$ cat config.mk
export PLATFORM = sky130hd
export DESIGN_NAME = e203_subsys_console_mst
export DESIGN_NICKNAME = d
export VERILOG_FILES = /design/src/rtl/e203_subsys_console_mst.sv
export SDC_FILE = /design/constraint.sdc
export NUM_CORES = 1
export LEC_CHECK = 0
export CAP_MARGIN = 5
export CORE_ASPECT_RATIO = 0.9
export CORE_UTILIZATION = 54
export CTS_CLUSTER_SIZE = 24
export DETAILED_ROUTE_END_ITERATION = 12
export GPL_TIMING_DRIVEN = 0
export PLACE_DENSITY_LB_ADDON = 0.2
export SLEW_MARGIN = 0
export SYNTH_ARGS = -nofsm -noshare
export SYNTH_HDL_FRONTEND = slang
export SYNTH_SLANG_ARGS = --single-unit
$ cat constraint.sdc
create_clock -name clk_i -period 8.6 [get_ports clk_i]
set_clock_uncertainty 0.15 [all_clocks]
set_input_delay 1.72 -clock clk_i [delete_from_list [all_inputs] [get_ports clk_i]]
set_output_delay 1.72 -clock clk_i [all_outputs]
set_load 0.02 [all_outputs]
$ cat src/rtl/e203_subsys_console_mst.sv
`default_nettype none
// ============================================================================
// Module   : e203_subsys_console_mst
// Brief    : ICB initiator for the simulation console. Buffers a byte stream
//            in a small FIFO, writes each byte to CHAR_OUT (BASE_ADDR+0x4),
//            and on request, after the FIFO drains, writes 1 to SIM_CTRL
//            (BASE_ADDR+0x8) and parks in DONE.
// Options  : CONSOLE_MST_TIMEOUT_EN - response timeout counter (TIMEOUT_CYC)
// Revision : 1.0 - initial release
// ============================================================================
module e203_subsys_console_mst #(
  parameter logic [31:0] BASE_ADDR   = 32'h1000_0000,
  parameter int          FIFO_DEPTH  = 8,
  parameter int          TIMEOUT_CYC = 255
) (
  input  logic        clk_i,
  input  logic        rst_i,
  input  logic        char_valid_i,
  output logic        char_ready_o,
  input  logic [7:0]  char_data_i,
  input  logic        finish_req_i,
  output logic        busy_o,
  output logic        done_o,
  output logic [7:0]  err_cnt_o,
  output logic        icb_cmd_valid,
  input  logic        icb_cmd_ready,
  output logic [31:0] icb_cmd_addr,
  output logic        icb_cmd_read,
  output logic [31:0] icb_cmd_wdata,
  output logic [3:0]  icb_cmd_wmask,
  input  logic        icb_rsp_valid,
  output logic        icb_rsp_ready,
  input  logic        icb_rsp_err
);

  localparam int          AW        = $clog2(FIFO_DEPTH);
  localparam logic [31:0] CHAR_ADDR = BASE_ADDR + 32'h4;
  localparam logic [31:0] SIM_ADDR  = BASE_ADDR + 32'h8;

  localparam logic [2:0] S_IDLE    = 3'd0;
  localparam logic [2:0] S_CMD     = 3'd1;
  localparam logic [2:0] S_RSP     = 3'd2;
  localparam logic [2:0] S_FIN_CMD = 3'd3;
  localparam logic [2:0] S_FIN_RSP = 3'd4;
  localparam logic [2:0] S_DONE    = 3'd5;

  logic [2:0]    state;
  logic [2:0]    state_nxt;
  logic [7:0]    mem [FIFO_DEPTH];
  logic [AW-1:0] wr_ptr;
  logic [AW-1:0] rd_ptr;
  logic [AW:0]   count;
  logic          full;
  logic          empty;
  logic          push;
  logic          pop;
  logic          fin_pending;
  logic          wait_st;
  logic          rsp_acc;
  logic          timeout;
  logic          err_inc;

  assign full         = (count == (AW+1)'(FIFO_DEPTH));
  assign empty        = (count == '0);
  assign char_ready_o = !full && (state != S_DONE);
  assign push         = char_valid_i && char_ready_o;
  assign pop          = (state == S_CMD) && icb_cmd_ready;
  assign wait_st      = (state == S_RSP) || (state == S_FIN_RSP);
  assign busy_o       = !empty || ((state != S_IDLE) && (state != S_DONE));
  assign icb_cmd_read  = 1'b0;
  assign icb_rsp_ready = 1'b1;

  // A response is only taken in the cycle the command handshakes or while waiting for it
  assign rsp_acc = (((state == S_CMD) || (state == S_FIN_CMD)) && icb_cmd_ready && icb_rsp_valid)
                 || (wait_st && icb_rsp_valid);

`ifdef CONSOLE_MST_TIMEOUT_EN
  localparam int TW = (TIMEOUT_CYC > 1) ? $clog2(TIMEOUT_CYC) : 1;
  logic [TW-1:0] tmo_cnt;

  // Wait-cycle counter: restarts every time a wait state is entered
  always_ff @(posedge clk_i) begin
    if (rst_i || !wait_st) tmo_cnt <= '0;
    else                   tmo_cnt <= tmo_cnt + 1'b1;
  end

  // A response arriving on the last wait cycle wins over the timeout
  assign timeout = wait_st && !icb_rsp_valid && (tmo_cnt == TW'(TIMEOUT_CYC - 1));
`else
  assign timeout = 1'b0;
`endif

  assign err_inc = (rsp_acc && icb_rsp_err) || timeout;

  // Character storage; contents need no reset because count gates every read
  always_ff @(posedge clk_i) begin
    if (push) mem[wr_ptr] <= char_data_i;
  end

  // FIFO pointers and occupancy; simultaneous push and pop leave count unchanged
  always_ff @(posedge clk_i) begin
    if (rst_i) begin
      wr_ptr <= '0;
      rd_ptr <= '0;
      count  <= '0;
    end else begin
      if (push) wr_ptr <= wr_ptr + 1'b1;
      if (pop)  rd_ptr <= rd_ptr + 1'b1;
      if (push && !pop)      count <= count + 1'b1;
      else if (!push && pop) count <= count - 1'b1;
    end
  end

  // Sticky finish request, dropped once the finish write has completed
  always_ff @(posedge clk_i) begin
    if (rst_i || (state == S_DONE)) fin_pending <= 1'b0;
    else if (finish_req_i)          fin_pending <= 1'b1;
  end

  // State register
  always_ff @(posedge clk_i) begin
    if (rst_i) state <= S_IDLE;
    else       state <= state_nxt;
  end

  // Next-state logic; queued characters always go out before the finish write
  always_comb begin
    state_nxt = state;
    case (state)
      S_IDLE: begin
        if (!empty)           state_nxt = S_CMD;
        else if (fin_pending) state_nxt = S_FIN_CMD;
      end
      S_CMD: begin
        if (icb_cmd_ready) state_nxt = icb_rsp_valid ? S_IDLE : S_RSP;
      end
      S_RSP: begin
        if (icb_rsp_valid || timeout) state_nxt = S_IDLE;
      end
      S_FIN_CMD: begin
        if (icb_cmd_ready) state_nxt = icb_rsp_valid ? S_DONE : S_FIN_RSP;
      end
      S_FIN_RSP: begin
        if (icb_rsp_valid || timeout) state_nxt = S_DONE;
      end
      S_DONE:  state_nxt = S_DONE;
      default: state_nxt = S_IDLE;
    endcase
  end

  // Command outputs; the FIFO head cannot move until the CHAR command handshakes
  always_comb begin
    icb_cmd_valid = 1'b0;
    icb_cmd_addr  = CHAR_ADDR;
    icb_cmd_wdata = {24'h0, mem[rd_ptr]};
    icb_cmd_wmask = 4'b0001;
    case (state)
      S_CMD: icb_cmd_valid = 1'b1;
      S_FIN_CMD: begin
        icb_cmd_valid = 1'b1;
        icb_cmd_addr  = SIM_ADDR;
        icb_cmd_wdata = 32'h1;
        icb_cmd_wmask = 4'b1111;
      end
      default: icb_cmd_valid = 1'b0;
    endcase
  end

  // Registered done flag, set together with the entry into DONE
  always_ff @(posedge clk_i) begin
    if (rst_i) done_o <= 1'b0;
    else       done_o <= (state_nxt == S_DONE);
  end

  // Saturating error counter
  always_ff @(posedge clk_i) begin
    if (rst_i)                               err_cnt_o <= 8'h00;
    else if (err_inc && (err_cnt_o != 8'hFF)) err_cnt_o <= err_cnt_o + 8'h01;
  end

endmodule
`default_nettype wire

* Word level (Yosys, flattened, before mapping)
Memory sizes are Yosys's and may differ from the RTL's. A register that Yosys moved wholly into a read port is not among the register bits.
Cells that the tools add are included.
** Storage, ports and cells
- Input bits :: 15
- Output and inout bits :: 82
- Logic and storage cells :: 66
- Register bits :: 23
- Bits in writable memories :: 64
- Memories :: 1
** Cells by class
- Muxes and demuxes :: 19
- Reduce and logical (&&, ||, !) cells :: 25
- Add/sub/neg operators :: 5
- Eq/ne operators :: 9
** Memories
- mem :: words 8, bits a word 8, rd ports 1, clocked after Yosys merged registers in 1, wr ports 1, line 49 : logic [7:0] mem [FIFO_DEPTH];
** Operators by type and width (count)
- $mux 3 :: 8
- $pmux 3 s6 :: 1
- $mux 4 :: 4
- $logic_and 1x1->1 :: 11
- $eq 3x3->1 const B :: 3
- $add 8x1->8 const B :: 1
- $mux 8 :: 1
- $ne 8x8->1 const B :: 1
- $add 3x1->3 const B :: 2
- $eq 3x2->1 const B :: 2
- $logic_or 1x1->1 :: 5
- $add 4x1->4 const B :: 1
- $eq 4x4->1 const B :: 1
- $logic_not 1->1 :: 4
- $logic_not 4->1 :: 1
- $mux 1 :: 4
- $sub 4x1->4 const B :: 1
- $eq 3x1->1 const B :: 1
- $logic_not 3->1 :: 1
- $ne 3x3->1 const B :: 1
- $reduce_bool 3->1 :: 1
- $mux 2 :: 1
- $reduce_bool 2->1 :: 1
- $reduce_or 2->1 :: 1

* Depth between registers and ports, before layout
Gate-level depths: netlist (run 1).
- Depth in word-level cells :: 8
- Depth in mapped cells :: 11
- Gate-level depth less buffers :: 10

* Worst setup path before layout (run 1)
OpenSTA, ideal clock, no wires.
- Path kind :: input -> register
- From :: input port icb_cmd_ready
- To :: register count[3]
- Arrival time :: 3.647 ns
- Cell stages on the path :: 9
- Path buffers :: 0
- Path slack :: 4.682 ns
- Data required time :: 8.329 ns
- Setup time :: 0.121 ns
- Cells stage by stage :: nor4bb_1 > inv_1 > ha_1 > inv_1 > ha_1 > a21oi_1 > a211oi_1 > a31oi_1 > mux2_2
** On the way
- Longest elaborated chain between the ends :: 4
- Elaborated cells between the ends (all ways) :: 6
- Classes of those cells :: mux (1); reduce/logical (5)
** Ends and longest elaborated chain
- start, declared :: line 26 : input logic icb_cmd_ready,
- $logic_and 1x1->1 * :: line 67 : assign pop = (state == S_CMD) && icb_cmd_ready;
- $logic_not 1->1 :: line 109 : if (push && !pop) count <= count + 1'b1;
- $logic_and 1x1->1 :: line 109
- $mux 4 or $reduce_bool 2->1 (tied branches)
- end signal, assigned :: line 109
- end signal, assigned :: line 110 : else if (!push && pop) count <= count - 1'b1;
- end, declared :: line 52 : logic [AW:0] count;
Mark *: on every way between the ends. The rest lies on a longest branch, timed or not.
A chain may end at the register's enable or synchronous reset.

==> impl_metrics.env, run 1 <==
export IMPL_run_status="finished clean"
export IMPL_avgViaCountPerCell=4.95
export IMPL_seq_power_share=0.441
export IMPL_clk_pin_slew_worst_paths_ps=90
export IMPL_crit_fanout=10
export IMPL_worstPathRequired_ps=6730
export IMPL_grt_max_degree=19
export IMPL_max_stage_delay_ps=640
export IMPL_rsz0062_at_grt="no"
export IMPL_ant_nets=0
export IMPL_cap_violations=0
export IMPL_syn_cell_area_um2=4270
export IMPL_drive_gt1_frac=0.254
export IMPL_fill_cells=549
export IMPL_placementRows=30
export IMPL_grt_antenna_before_repair=0
export IMPL_synth_async_reset_ratio=0
export IMPL_ys_types=51
export IMPL_clkPwrFrac=0.231
export IMPL_end_kind="output pin"
export IMPL_synth_edf_count=64
export IMPL_hpwl_mm=5.31
export IMPL_crit_type="reg2out"
export IMPL_tns_ps=0
export IMPL_io_buffers=38
export IMPL_worstMarginPinSlew_ps=906
export IMPL_die_y_um=86.4
export IMPL_core_area_um2=7580
export IMPL_synth_warnings=0
export IMPL_cts_buffers=9
export IMPL_cts_root_buf="clkbuf_8"
export IMPL_finalCritPeriodShare=0.539
export IMPL_yosysSeqAreaShare=0.572
export IMPL_ys_ff_latch=90
export IMPL_drv_slew=0
export IMPL_routabilityCongestion=0.838
export IMPL_grt_pass1_wl_mm=11.6
export IMPL_cp_arrival_ps=2770
export IMPL_netlist_instances=328
export IMPL_grt_pass1_vias=2295
export IMPL_die_w_um=95.8
export IMPL_path_buf_inv=3
export IMPL_die_area_um2=8270
export IMPL_internal_power_w=0.000803
export IMPL_vias=2660
export IMPL_swShare=0.330
export IMPL_clkLatencyLatePin_ps=350
export IMPL_drt_pre_antenna_iters=4
export IMPL_crit_family="buffers and inverters"
export IMPL_maxSlewHeadroom=0.393
export IMPL_cts_max_path_buffers=2
export IMPL_hold_viol_final=0
export IMPL_initial_utilization=0.563
export IMPL_layout_nets=458
export IMPL_finalWirelength_mm=7.57
export IMPL_timing_hold_ws_ps=364
export IMPL_postCtsSetupRepairBufs=0
export IMPL_grt_usage=0.194
export IMPL_synth_ff_type="edfxtp_1"
export IMPL_startpoint_type="flop"
export IMPL_drc=0
export IMPL_leakage_nw=2.02
export IMPL_drt_iter0_markers=233
export IMPL_grt_overflow=0
export IMPL_setup_violations=0
export IMPL_cts_tree="yes"
export IMPL_cts_sinks=90
export IMPL_ir_drop_mv=0.175
export IMPL_area_delta_synth_final_pct=22.4
export IMPL_comb_power_share=0.328
export IMPL_ioPinCount=97
export IMPL_diodes=0
export IMPL_fmax_mhz=216
export IMPL_wl_per_cell_um=14.1
export IMPL_ctsHoldBuffers=0
export IMPL_p_switching_w=0.000396
export IMPL_hold_class="reg2reg"
export IMPL_cts_resized=0
export IMPL_cp_cell_sequence="buf_1 > clkbuf_1 > mux4_2 > mux2i_1 > nor2_1 > clkdlybuf4s50_1"
export IMPL_ctsHtreeMaxLevel=3
export IMPL_syn_avg_cell_area_um2=13.0
export IMPL_slowest_stage="clkdlybuf4s50_1"
export IMPL_fin_crit_ps=4640
export IMPL_power_density_nw_per_um2=229
==> cell families after synthesis <==
family / synth area share
xor gates and xnor gates: 0.0123
AOI/OAI and AO/OA: 0.0510
buffers and inverters: 0.125
muxes: 0.119
other: 0.00176
adders and majority gates: 0.0223
and+or+nand+nor: 0.0970
DFF: 0.572
==> synth_stat cells (3+ instances only) <==
cell type / instances / share of area
edfxtp_1: 64 / 0.45
buf_4: 61 / 0.11
nor2_1: 30 / 0.026
dfxtp_1: 26 / 0.12
mux4_2: 16 / 0.084
nand2_1: 14 / 0.012
mux2i_1: 11 / 0.026
nor3_1: 10 / 0.012
a21oi_1: 9 / 0.011
inv_1: 7 / 0.0062
nand3_1: 7 / 0.0082
ha_1: 6 / 0.018
clkbuf_1: 5 / 0.0044
buf_2: 4 / 0.0047
nand2b_1: 4 / 0.0059
or4_1: 4 / 0.0070
nor2b_1: 3 / 0.0044
nor4_1: 3 / 0.0044
o31ai_1: 3 / 0.0053
xnor2_1: 3 / 0.0062
xor2_1: 3 / 0.0062
==> power by group through the flow <==
| stage | registers, W | clock network [W] | logic (W) |
|---|---|---|---|
| floorplan | 0.000532 | 0 | 0.000281 |
| global placement | 0.000536 | 0 | 0.000383 |
| detailed placement | 0.000538 | 0 | 0.000395 |
| CTS | 0.000529 | 0.000283 | 0.000396 |
| global route | 0.000534 | 0.000300 | 0.000428 |
| finish | 0.000529 | 0.000276 | 0.000394 |
==> state kept, by name, indices dropped and copies added, names as in the netlist, named ones only <==
name         cells
count            4
err_cnt_o        8
done_o           1
wr_ptr           3
fin_pending      1
state            3
mem             64
rd_ptr           3
==> placed cells by master (no fill, tap or decap), types with 9 or more instances in the layout <==
cell type,instances
clkbuf_8,9
clkdlybuf4s50_1,38
mux2i_1,11
nand2_1,14
a21oi_1,9
conb_1,57
edfxtp_1,64
dfxtp_1,26
nor2_1,30
mux4_2,16
buf_4,64
==> per-layer routing <==
metal / track usage / vias to the layer above / part of all wire
met1: 0.278 / 1238 / 0.45
li1: - / 1303 / -
met5: 0 / - / 0
met2: 0.294 / 115 / 0.47
met4: 0.0556 / 0 / 0.0050
met3: 0.0518 / 4 / 0.075
==> through the flow <==
| stage | util | worst slack, ps | instance area, um^2 | total power (W) | instances |
|---|---|---|---|---|---|
| 2_1_floorplan | - | 4680 | 4480 | 0.000813 | 383 |
| 3_3_place_gp | 0.657 | 3860 | 4980 | 0.000919 | 517 |
| 3_5_place_dp | 0.663 | 3850 | 5020 | 0.000933 | 520 |
| 4_1_cts | 0.688 | 3920 | 5220 | 0.00121 | 536 |
| 5_1_grt | 0.689 | 3830 | 5230 | 0.00126 | 537 |
| 6_report | 0.689 | 3960 | 5230 | 0.00120 | 537 |
==> worst min-delay path, cell delays in order (launching register included) <==
cell	delay (ps)
dfxtp_1	350
nand2b_1	70
mux2i_1	50
==> final timing paths <==
path / startpoint / endpoint / slack, ps / cells after the start
worst max-delay path: flop / icb_cmd_wdata[5] / 3960 / 6
worst min-delay path: err_cnt_o[1]$_SDFFE_PP0P_ / err_cnt_o[1]$_SDFFE_PP0P_ / 360 / 2
worst max register to register: state[1]$_SDFF_PP0_ / count[3]$_SDFFE_PP0P_ / 5560 / 10
worst min register to register: err_cnt_o[1]$_SDFFE_PP0P_ / err_cnt_o[1]$_SDFFE_PP0P_ / 360 / 2
==> cell type report <==
| type | count | area [um^2] | area share |
|---|---|---|---|
| multi-input combinational | 213 | 1520 | 0.292 |
| inverter | 8 | 30.0 | 0.00574 |
| timing repair buffer | 42 | 410 | 0.0785 |
| buffer | 72 | 504 | 0.0965 |
| clock buffer | 9 | 124 | 0.0237 |
| tap | 96 | 120 | 0.0230 |
| clock inverter | 7 | 72.6 | 0.0139 |
| sequential | 90 | 2440 | 0.467 |
Note: power is estimated with default switching activity, not from simulation.
==> run 2, diff against run 1 <==
Settings changed: CORE_UTILIZATION 54 to 50.
Clock period 8.6 ns to 4.4 ns, I/O delays scaled along.
==> impl_metrics.env, run 2 (same netlist as run 1, synthesis figures left out) <==
export IMPL_final_util=0.647
export IMPL_grt_usage=0.183
export IMPL_cts_buffers=9
export IMPL_grt_pass1_wl_mm=11.9
export IMPL_postCtsSetupRepairBufs=0
export IMPL_reg2reg_depth=10
export IMPL_p_switching_w=0.000730
export IMPL_power_density_nw_per_um2=466
export IMPL_seq_power_share=0.421
export IMPL_leakage_nw=2.04
export IMPL_ant_nets=0
export IMPL_drt_pre_antenna_iters=4
export IMPL_internal_power_w=0.00173
export IMPL_tns_ps=0
export IMPL_io_buffers=38
export IMPL_final_cell_mix="buf_4 (64), edfxtp_1 (64), conb_1 (57), clkdlybuf4s50_1 (38), nor2_1 (30)"
export IMPL_fin_crit_ps=3840
export IMPL_area_delta_synth_final_pct=23.3
export IMPL_drt_iter0_markers=118
export IMPL_die_area_um2=8920
export IMPL_timing_hold_ws_ps=372
export IMPL_die_y_um=89.7
export IMPL_fill_cells=640
export IMPL_ctsHoldBuffers=0
export IMPL_hold_path_endpoint="fin_pending$_SDFFE_PP0P_"
export IMPL_hold_class="reg2reg"
export IMPL_cts_max_path_buffers=2
export IMPL_cts_resized=0
export IMPL_crit_fanout=10
export IMPL_largest_reg_flops=64
export IMPL_maxSlewHeadroom=0.430
export IMPL_swShare=0.297
export IMPL_worstPathRequired_ps=3370
export IMPL_cts_tree="yes"
export IMPL_startpoint_type="flop"
export IMPL_clkPwrFrac=0.265
export IMPL_cp_arrival_ps=2810
export IMPL_routabilityCongestion=0.818
export IMPL_placementRows=31
export IMPL_finalWirelength_mm=7.77
export IMPL_setup_violations=0
export IMPL_run_status="finished clean"
export IMPL_cts_root_buf="clkbuf_8"
export IMPL_drc=0
export IMPL_grt_antenna_before_repair=0
export IMPL_grt_pass1_vias=2335
export IMPL_clk_pin_slew_worst_paths_ps=80
export IMPL_worstMarginPinSlew_ps=852
export IMPL_r2r_end="count[3]$_SDFFE_PP0P_"
export IMPL_die_w_um=99.4
export IMPL_clkLatencyLatePin_ps=340
export IMPL_ioPinCount=97
export IMPL_initial_utilization=0.524
export IMPL_reg_top3="mem x64, err_cnt_o x8, count x4"
export IMPL_r2r_start="state[2]$_SDFF_PP0_"
export IMPL_ctsHtreeMaxLevel=3
export IMPL_whs_path_depth=2
export IMPL_grt_overflow=0
export IMPL_crit_type="reg2out"
export IMPL_cts_sinks=90
export IMPL_comb_power_share=0.314
export IMPL_avgViaCountPerCell=4.89
export IMPL_cap_violations=0
export IMPL_core_area_um2=8150
export IMPL_min_delay_start="fin_pending$_SDFFE_PP0P_"
export IMPL_end_kind="output pin"
export IMPL_power_w=0.00245
export IMPL_wl_per_cell_um=14.4
export IMPL_dp_cells=524
export IMPL_ir_drop_mv=0.286
export IMPL_rsz0062_at_grt="no"
export IMPL_fmax_mhz=261
export IMPL_hold_viol_final=0
export IMPL_rrSetupSlack_ps=1270
export IMPL_vias=2640
export IMPL_finalNonFillerCells=540
export IMPL_layout_nets=458
export IMPL_diodes=0
export IMPL_hpwl_mm=5.52
export IMPL_drv_slew=0
export IMPL_grt_max_degree=15
export IMPL_finalCritPeriodShare=0.872
export IMPL_drive_gt1_frac=0.247
export IMPL_regMostFlops="mem"
## run 2: final cells by class
cell class / instances / area (um^2) / area share
buffer: 72 / 504 / 0.0957
clock buffer: 11 / 131 / 0.0249
clock inverter: 5 / 103 / 0.0195
inverter: 8 / 30.0 / 0.00570
multi-input combinational: 213 / 1520 / 0.289
sequential: 90 / 2440 / 0.464
tap: 99 / 124 / 0.0235
timing repair buffer: 42 / 408 / 0.0775
## run 2: power groups by stage
stage	combinational, W	clock (W)	sequential (W)
after floorplan	0.000549	0	0.00104
after global placement	0.000751	0	0.00105
after detailed placement	0.000773	0	0.00105
after CTS	0.000776	0.000663	0.00103
after global routing	0.000842	0.000692	0.00104
final	0.000770	0.000651	0.00103
## run 2: worst max path at each step
stage                        startpoint               endpoint  slack (ps)  depth (start not counted)
final                              flop       icb_cmd_wdata[0]         560                          6
after global routing               flop       icb_cmd_wdata[0]         370                          6
after floorplan           icb_cmd_ready  count[3]$_SDFFE_PP0P_        1320                          9
after detailed placement  icb_cmd_ready  count[3]$_SDFFE_PP0P_         390                         10
after global placement    icb_cmd_ready  count[3]$_SDFFE_PP0P_         470                         10
after CTS                          flop       icb_cmd_wdata[0]         470                          6
## run 2: stage by stage
step	cell area [um^2]	setup WS [ps]
final	5270	563
after global routing	5270	369
after CTS	5260	474
after detailed placement	5020	393
after global placement	4980	471
after floorplan	4480	1320
## run 2: layer usage
metal  wire length [um]  part of all wire  up-vias  track usage
met5                  0                 0        -            0
met4                 62            0.0080        0       0.0588
met3                470             0.060        7       0.0550
met2               3860              0.50       97        0.306
met1               3380              0.44     1236        0.233
li1                   -                 -     1300            -
## run 2: critical path, cell delays in order (launching register included)
cell and delay (ps):
dfxtp_1 310, buf_1 360, clkbuf_1 570, mux4_2 420
mux2i_1 160, nand2_1 100, clkdlybuf4s50_1 540
